File: config.mk
export PLATFORM = sky130hd
export DESIGN_NAME = diff_rx_deserializer_flat
export DESIGN_NICKNAME = d
export VERILOG_FILES = /design/src/rtl/diff_rx_deserializer_if.sv /design/src/rtl/diff_rx_deserializer.sv /design/src/flat_wrapper.sv
export SDC_FILE = /design/constraint.sdc
export NUM_CORES = 1
export LEC_CHECK = 0
export ABC_AREA = 1
export BUFFER_PORTS_ARGS = -buffer_cell sky130_fd_sc_hd__buf_2
export CORE_MARGIN = 1
export CORE_UTILIZATION = 40
export DETAILED_ROUTE_END_ITERATION = 10
export PLACE_DENSITY = 0.68
export SLEW_MARGIN = 20
export SYNTH_ARGS = -nofsm -noshare
export SYNTH_HDL_FRONTEND = slang
export SYNTH_SLANG_ARGS = --single-unit
export TNS_END_PERCENT = 20
File: constraint.sdc
create_clock -name C -period 3.9 [get_ports C]
set_clock_uncertainty 0.15 [all_clocks]
set_input_delay 0.78 -clock C [delete_from_list [all_inputs] [get_ports C]]
set_output_delay 0.78 -clock C [all_outputs]
set_load 0.05 [all_outputs]
File: src/rtl/diff_rx_deserializer_if.sv
// rtl/diff_rx_deserializer_if.sv - serial input and aligned word output bundle for diff_rx_deserializer
interface diff_rx_deserializer_if #(
  parameter int WIDTH = 8
);
  logic                       D;
  logic                       EN;
  logic                       ALIGN_REQ;
  logic [WIDTH-1:0]           DATA_OUT;
  logic                       DATA_VALID;
  logic                       LOCKED;
  logic [$clog2(WIDTH)-1:0]   BITSLIP_CNT;
  logic                       ALIGN_ERR;

  modport master (
    output D, EN, ALIGN_REQ,
    input  DATA_OUT, DATA_VALID, LOCKED, BITSLIP_CNT, ALIGN_ERR
  );

  modport slave (
    input  D, EN, ALIGN_REQ,
    output DATA_OUT, DATA_VALID, LOCKED, BITSLIP_CNT, ALIGN_ERR
  );
endinterface

File: src/rtl/diff_rx_deserializer.sv
// rtl/diff_rx_deserializer.sv - serial-to-parallel receiver with bit-slip word alignment
module diff_rx_deserializer #(
  parameter int               WIDTH         = 8,
  parameter logic [WIDTH-1:0] TRAIN_PATTERN = WIDTH'(8'hA5),
  parameter int               MATCH_COUNT   = 4
) (
  input logic                C,
  input logic                R,
  diff_rx_deserializer_if.slave bus
);
  localparam int SW = $clog2(WIDTH);
  localparam int TW = $clog2(2 * WIDTH + 1);
  localparam int MW = 4;
  localparam logic [TW-1:0] TRIES_MAX = TW'(2 * WIDTH);
  localparam logic [SW-1:0] BCNT_LAST = SW'(WIDTH - 1);

  typedef enum logic [1:0] {HUNT, VERIFY, LOCK} state_t;

  state_t           state;
  // sr[0] would be shifted out on the next bit, so only the upper bits are kept
  logic [WIDTH-1:1] sr;
  logic [SW-1:0]    bcnt;
  logic [SW-1:0]    slip_cnt;
  logic [MW-1:0]    mcnt;
  logic [TW-1:0]    tries;
  logic             slip_pend;
  logic [WIDTH-1:0] data_out;
  logic             data_valid;
  logic             locked;
  logic             align_err;

  logic [WIDTH-1:0] word;
  logic             boundary;
  logic             match;
  logic             do_slip;

  always_comb begin
    word     = {bus.D, sr[WIDTH-1:1]};
    boundary = bus.EN && !slip_pend && (bcnt == BCNT_LAST);
    match    = (word == TRAIN_PATTERN);
    do_slip  = boundary && !bus.ALIGN_REQ && !match && (state != LOCK);
  end

  always_ff @(posedge C) begin
    if (R) begin
      state      <= HUNT;
      sr         <= '0;
      bcnt       <= '0;
      slip_cnt   <= '0;
      mcnt       <= '0;
      tries      <= '0;
      slip_pend  <= 1'b0;
      data_out   <= '0;
      data_valid <= 1'b0;
      locked     <= 1'b0;
      align_err  <= 1'b0;
    end else begin
      data_valid <= 1'b0;

      if (bus.EN) begin
        sr <= word[WIDTH-1:1];
        if (slip_pend) begin
          bcnt      <= '0;
          slip_pend <= 1'b0;
        end else if (boundary) begin
          bcnt <= '0;
        end else begin
          bcnt <= bcnt + SW'(1);
        end
        if (boundary) begin
          data_out <= word;
        end
      end

      if (bus.ALIGN_REQ) begin
        state     <= HUNT;
        locked    <= 1'b0;
        mcnt      <= '0;
        tries     <= '0;
        align_err <= 1'b0;
        slip_pend <= 1'b0;
      end else if (boundary) begin
        case (state)
          HUNT: begin
            if (match) begin
              tries <= '0;
              if (MATCH_COUNT == 1) begin
                state      <= LOCK;
                locked     <= 1'b1;
                data_valid <= 1'b1;
              end else begin
                state <= VERIFY;
                mcnt  <= MW'(1);
              end
            end
          end
          VERIFY: begin
            if (match) begin
              mcnt <= mcnt + MW'(1);
              if ((mcnt + MW'(1)) == MW'(MATCH_COUNT)) begin
                state      <= LOCK;
                locked     <= 1'b1;
                data_valid <= 1'b1;
              end
            end else begin
              state <= HUNT;
              mcnt  <= '0;
            end
          end
          LOCK: begin
            data_valid <= 1'b1;
          end
          default: begin
            state <= HUNT;
          end
        endcase
      end

      // A mismatch in HUNT or VERIFY shifts the word window one bit later
      if (do_slip) begin
        slip_pend <= 1'b1;
        slip_cnt  <= (slip_cnt == BCNT_LAST) ? '0 : slip_cnt + SW'(1);
        if (tries != TRIES_MAX) begin
          tries <= tries + TW'(1);
        end
        if ((tries + TW'(1)) >= TRIES_MAX) begin
          align_err <= 1'b1;
        end
      end
    end
  end

  assign bus.DATA_OUT    = data_out;
  assign bus.DATA_VALID  = data_valid;
  assign bus.LOCKED      = locked;
  assign bus.BITSLIP_CNT = slip_cnt;
  assign bus.ALIGN_ERR   = align_err;
endmodule

File: src/flat_wrapper.sv
// flat-port wrapper written by rule: the top's interface ports become plain ports
module diff_rx_deserializer_flat 
#(
  parameter int               WIDTH         = 8,
  parameter logic [WIDTH-1:0] TRAIN_PATTERN = WIDTH'(8'hA5),
  parameter int               MATCH_COUNT   = 4
)
  (C, R, bus_D, bus_EN, bus_ALIGN_REQ, bus_DATA_OUT, bus_DATA_VALID, bus_LOCKED, bus_BITSLIP_CNT, bus_ALIGN_ERR);
  diff_rx_deserializer_if #(.WIDTH(WIDTH)) bus_i ();
  input logic C;
  input logic R;
  input wire logic [$bits(bus_i.D)-1:0] bus_D;
  input wire logic [$bits(bus_i.EN)-1:0] bus_EN;
  input wire logic [$bits(bus_i.ALIGN_REQ)-1:0] bus_ALIGN_REQ;
  output wire logic [$bits(bus_i.DATA_OUT)-1:0] bus_DATA_OUT;
  output wire logic [$bits(bus_i.DATA_VALID)-1:0] bus_DATA_VALID;
  output wire logic [$bits(bus_i.LOCKED)-1:0] bus_LOCKED;
  output wire logic [$bits(bus_i.BITSLIP_CNT)-1:0] bus_BITSLIP_CNT;
  output wire logic [$bits(bus_i.ALIGN_ERR)-1:0] bus_ALIGN_ERR;
  assign bus_i.D = bus_D;
  assign bus_i.EN = bus_EN;
  assign bus_i.ALIGN_REQ = bus_ALIGN_REQ;
  assign bus_DATA_OUT = bus_i.DATA_OUT;
  assign bus_DATA_VALID = bus_i.DATA_VALID;
  assign bus_LOCKED = bus_i.LOCKED;
  assign bus_BITSLIP_CNT = bus_i.BITSLIP_CNT;
  assign bus_ALIGN_ERR = bus_i.ALIGN_ERR;
  diff_rx_deserializer #(.WIDTH(WIDTH), .TRAIN_PATTERN(TRAIN_PATTERN), .MATCH_COUNT(MATCH_COUNT)) u_core (.C(C), .R(R), .bus(bus_i));
endmodule
==> flow_summary.toml <==
[outcome]
outcome = "finished, final reports clean"

[route]
drc = 0
wl_um = 3200
post_drt_via_cell_ratio = 5.04
wl_per_cell_um = 11.3
postRouteAntennaNets = 0
dr.pass1.iters = 4
vias = 1426
drtIter0Drc = 64

[sta]
rsz0062_at_grt = "no"
final_max_slew_viol_count = 0
setup_viol = 0
hold_viol = 0
max_slew_margin = 0.710
worstMarginPinSlew_ns = 0.435
final.min_clock_period_ns = 1.92
finalWorstSetupSlack_ns = 1.98
timing.setup.tns_ns = 0
max_freq_mhz = 521
whs_ns = 0.331
finalCritPeriodShare = 0.492

[synth]
syn_area_per_cell_um2 = 8.14
synth_cells = 211
synthesis.yosys.warnings = 0
syn-cell-area_um2 = 1720
synth.ff_latch_count = 36
synth_fp_nets = 228
ys_types = 30
ys_seq_area_frac = 0.420

[global_routing]
grt_max_degree = 19
gr-total-overflow = 0
grt_pass1_vias = 1259
antenna_found_initial = 0
grt_pass1_wl_um = 5640
grtUsageTotal = 0.169

[setup_path]
cp_top_family = "simple AND/OR/NAND/NOR gates"
crit_type = "flop to flop"
cp_max_fo = 15
startpoint_type = "flop"
slowest_stage = "dfxtp_1"
worstPathCellList = "ha_1 > ha_1 > inv_1 > nor2_4 > nand4_1 > nand4_1 > a21oi_1"
cp.required_ns = 3.92
critPathMaxStageDelay_ns = 0.36
arrival_ns = 1.94
cp-end-kind = "flop"
cp_num_buf_inv = 1

[placed_design]
numPortBuffers = 18
globalplace.congestion = 0.806
placed_cells = 275
dpl_worst_slack_ns = 1.72
dp_hpwl_um = 2320

[clock_network]
clock-sinks = 36
ctsResizeCount = 0
cts.clk_slew.worst_paths_ns = 0.07
clk_path_buf_depth = 2
tritoncts = "built"
cts_inserted_buffers = 5
cts_setup_buffers = 0
root_buffer = "clkbuf_8"
cts_hold_buf = 0
clk_latency_ns = 0.29
htree_levels = 2

[finish]
drive_above_1_share = 0.180
syn_to_final_growth_pct = 13.2
final_net_count = 249
nFillCells = 389
final_common_cell = "dfxtp_1"
mostFrequentLayoutCells = "dfxtp_1 (36), nand2_1 (25), nor2_1 (25)"
diodes = 0
fin_cells = 283

[pwr]
leakagePower_nw = 0.846
power_density_nw_per_um2 = 352
power_uw = 684
vdd_ir_drop_max_mv = 0.222

[floorplan]
die_w_um = 67.5
core_um2 = 4060
dieArea_um2 = 4560
rows = 23
io_pins = 19
start_util = 0.423
die-height_um = 67.5

[run]
drv_cap = 0

[min_path]
min_path_type = "flop to flop"
worst register-to-register path, stage by stage (launching register included):
cell,delay (ns)
dfxtp_1,0.36
ha_1,0.16
ha_1,0.22
inv_1,0.11
nor2_4,0.28
nand4_1,0.28
nand4_1,0.17
a21oi_1,0.08
flip-flops by register name (all words and copies together) (netlist names):
name	count
u_core.bus.DATA_OUT	8
u_core.sr	7
u_core.tries	5
u_core.mcnt	4
u_core.bcnt	3
u_core.bus.BITSLIP_CNT	3
u_core.state	2
u_core.bus.ALIGN_ERR	1
u_core.bus.DATA_VALID	1
u_core.bus.LOCKED	1
u_core.slip_pend	1
power by group:
part / internal (mW) / leakage [nW] / switching (mW)
registers: 0.374 / 0.292 / 0.00365
clock network: 0.143 / 0.0445 / 0.131
logic: 0.00908 / 0.510 / 0.0230
total: 0.526 / 0.846 / 0.157
worst paths after layout:
kind | from | end | slack [ns] | cells past startpoint
setup / recovery | u_core.bcnt[0] | u_core.tries[1] | 1.98 | 7
hold / removal | u_core.bcnt[2] | u_core.bcnt[2] | 0.33 | 2
setup reg to reg | u_core.bcnt[0] | u_core.tries[1] | 1.98 | 7
hold reg to reg | u_core.bcnt[2] | u_core.bcnt[2] | 0.33 | 2
per-layer routing:
layer	track usage	vias to the layer above	part of all wire
met4	0.0798	0	0.022
li1	-	751	-
met3	0.0608	6	0.050
met5	0	-	0
met2	0.241	32	0.42
met1	0.224	637	0.51
Yosys cell counts:
library cell / instances / area, µm²
nand3_2: 1 / 10.0
a32oi_1: 1 / 8.76
nor2_4: 5 / 56.3
nor2_2: 1 / 6.26
nand2_1: 25 / 93.8
nor2_8: 1 / 20.0
nand2_4: 2 / 22.5
buf_2: 1 / 5.00
nand2_2: 3 / 18.8
a22oi_1: 1 / 7.51
inv_2: 2 / 7.51
o21ai_0: 22 / 110
inv_1: 19 / 71.3
nor2_1: 25 / 93.8
buf_1: 1 / 3.75
o21ai_1: 1 / 5.00
ha_1: 12 / 150
clkbuf_1: 1 / 3.75
xor2_1: 1 / 8.76
nor3_1: 3 / 15.0
buf_4: 1 / 7.51
o32ai_1: 1 / 8.76
nand3b_4: 1 / 20.0
a21oi_1: 23 / 115
nand3_1: 12 / 60.1
dfxtp_1: 36 / 721
nand4_1: 5 / 31.3
xnor2_1: 2 / 17.5
o211a_1: 1 / 10.0
a21oi_2: 1 / 8.76
cell type report:
type	count	area [µm²]	share of cell area
well taps	50	62.6	0.0322
clock inverters	1	7.51	0.00386
inverters	21	78.8	0.0405
flip-flops and latches	36	721	0.371
multi-input cells	150	898	0.462
clock buffers	7	86.3	0.0444
repair buffers	18	90.1	0.0463
kinds of logic after synthesis:
kind of cell,share of synthesized area
flip-flops,0.420
AO/OA/AOI/OAI,0.160
XOR/XNOR,0.0153
buffers and inverters,0.0575
AND/OR/NAND/NOR,0.261
adder cells (fa/ha/maj),0.0874
per-stage QoR:
step	cell area, µm²	utilization
final	1940	0.479
after global placement	1850	0.456
after detailed placement	1850	0.456
after floorplan	1720	-
after CTS	1940	0.479
after global routing	1940	0.479
Power figures use the tool's default switching activity.
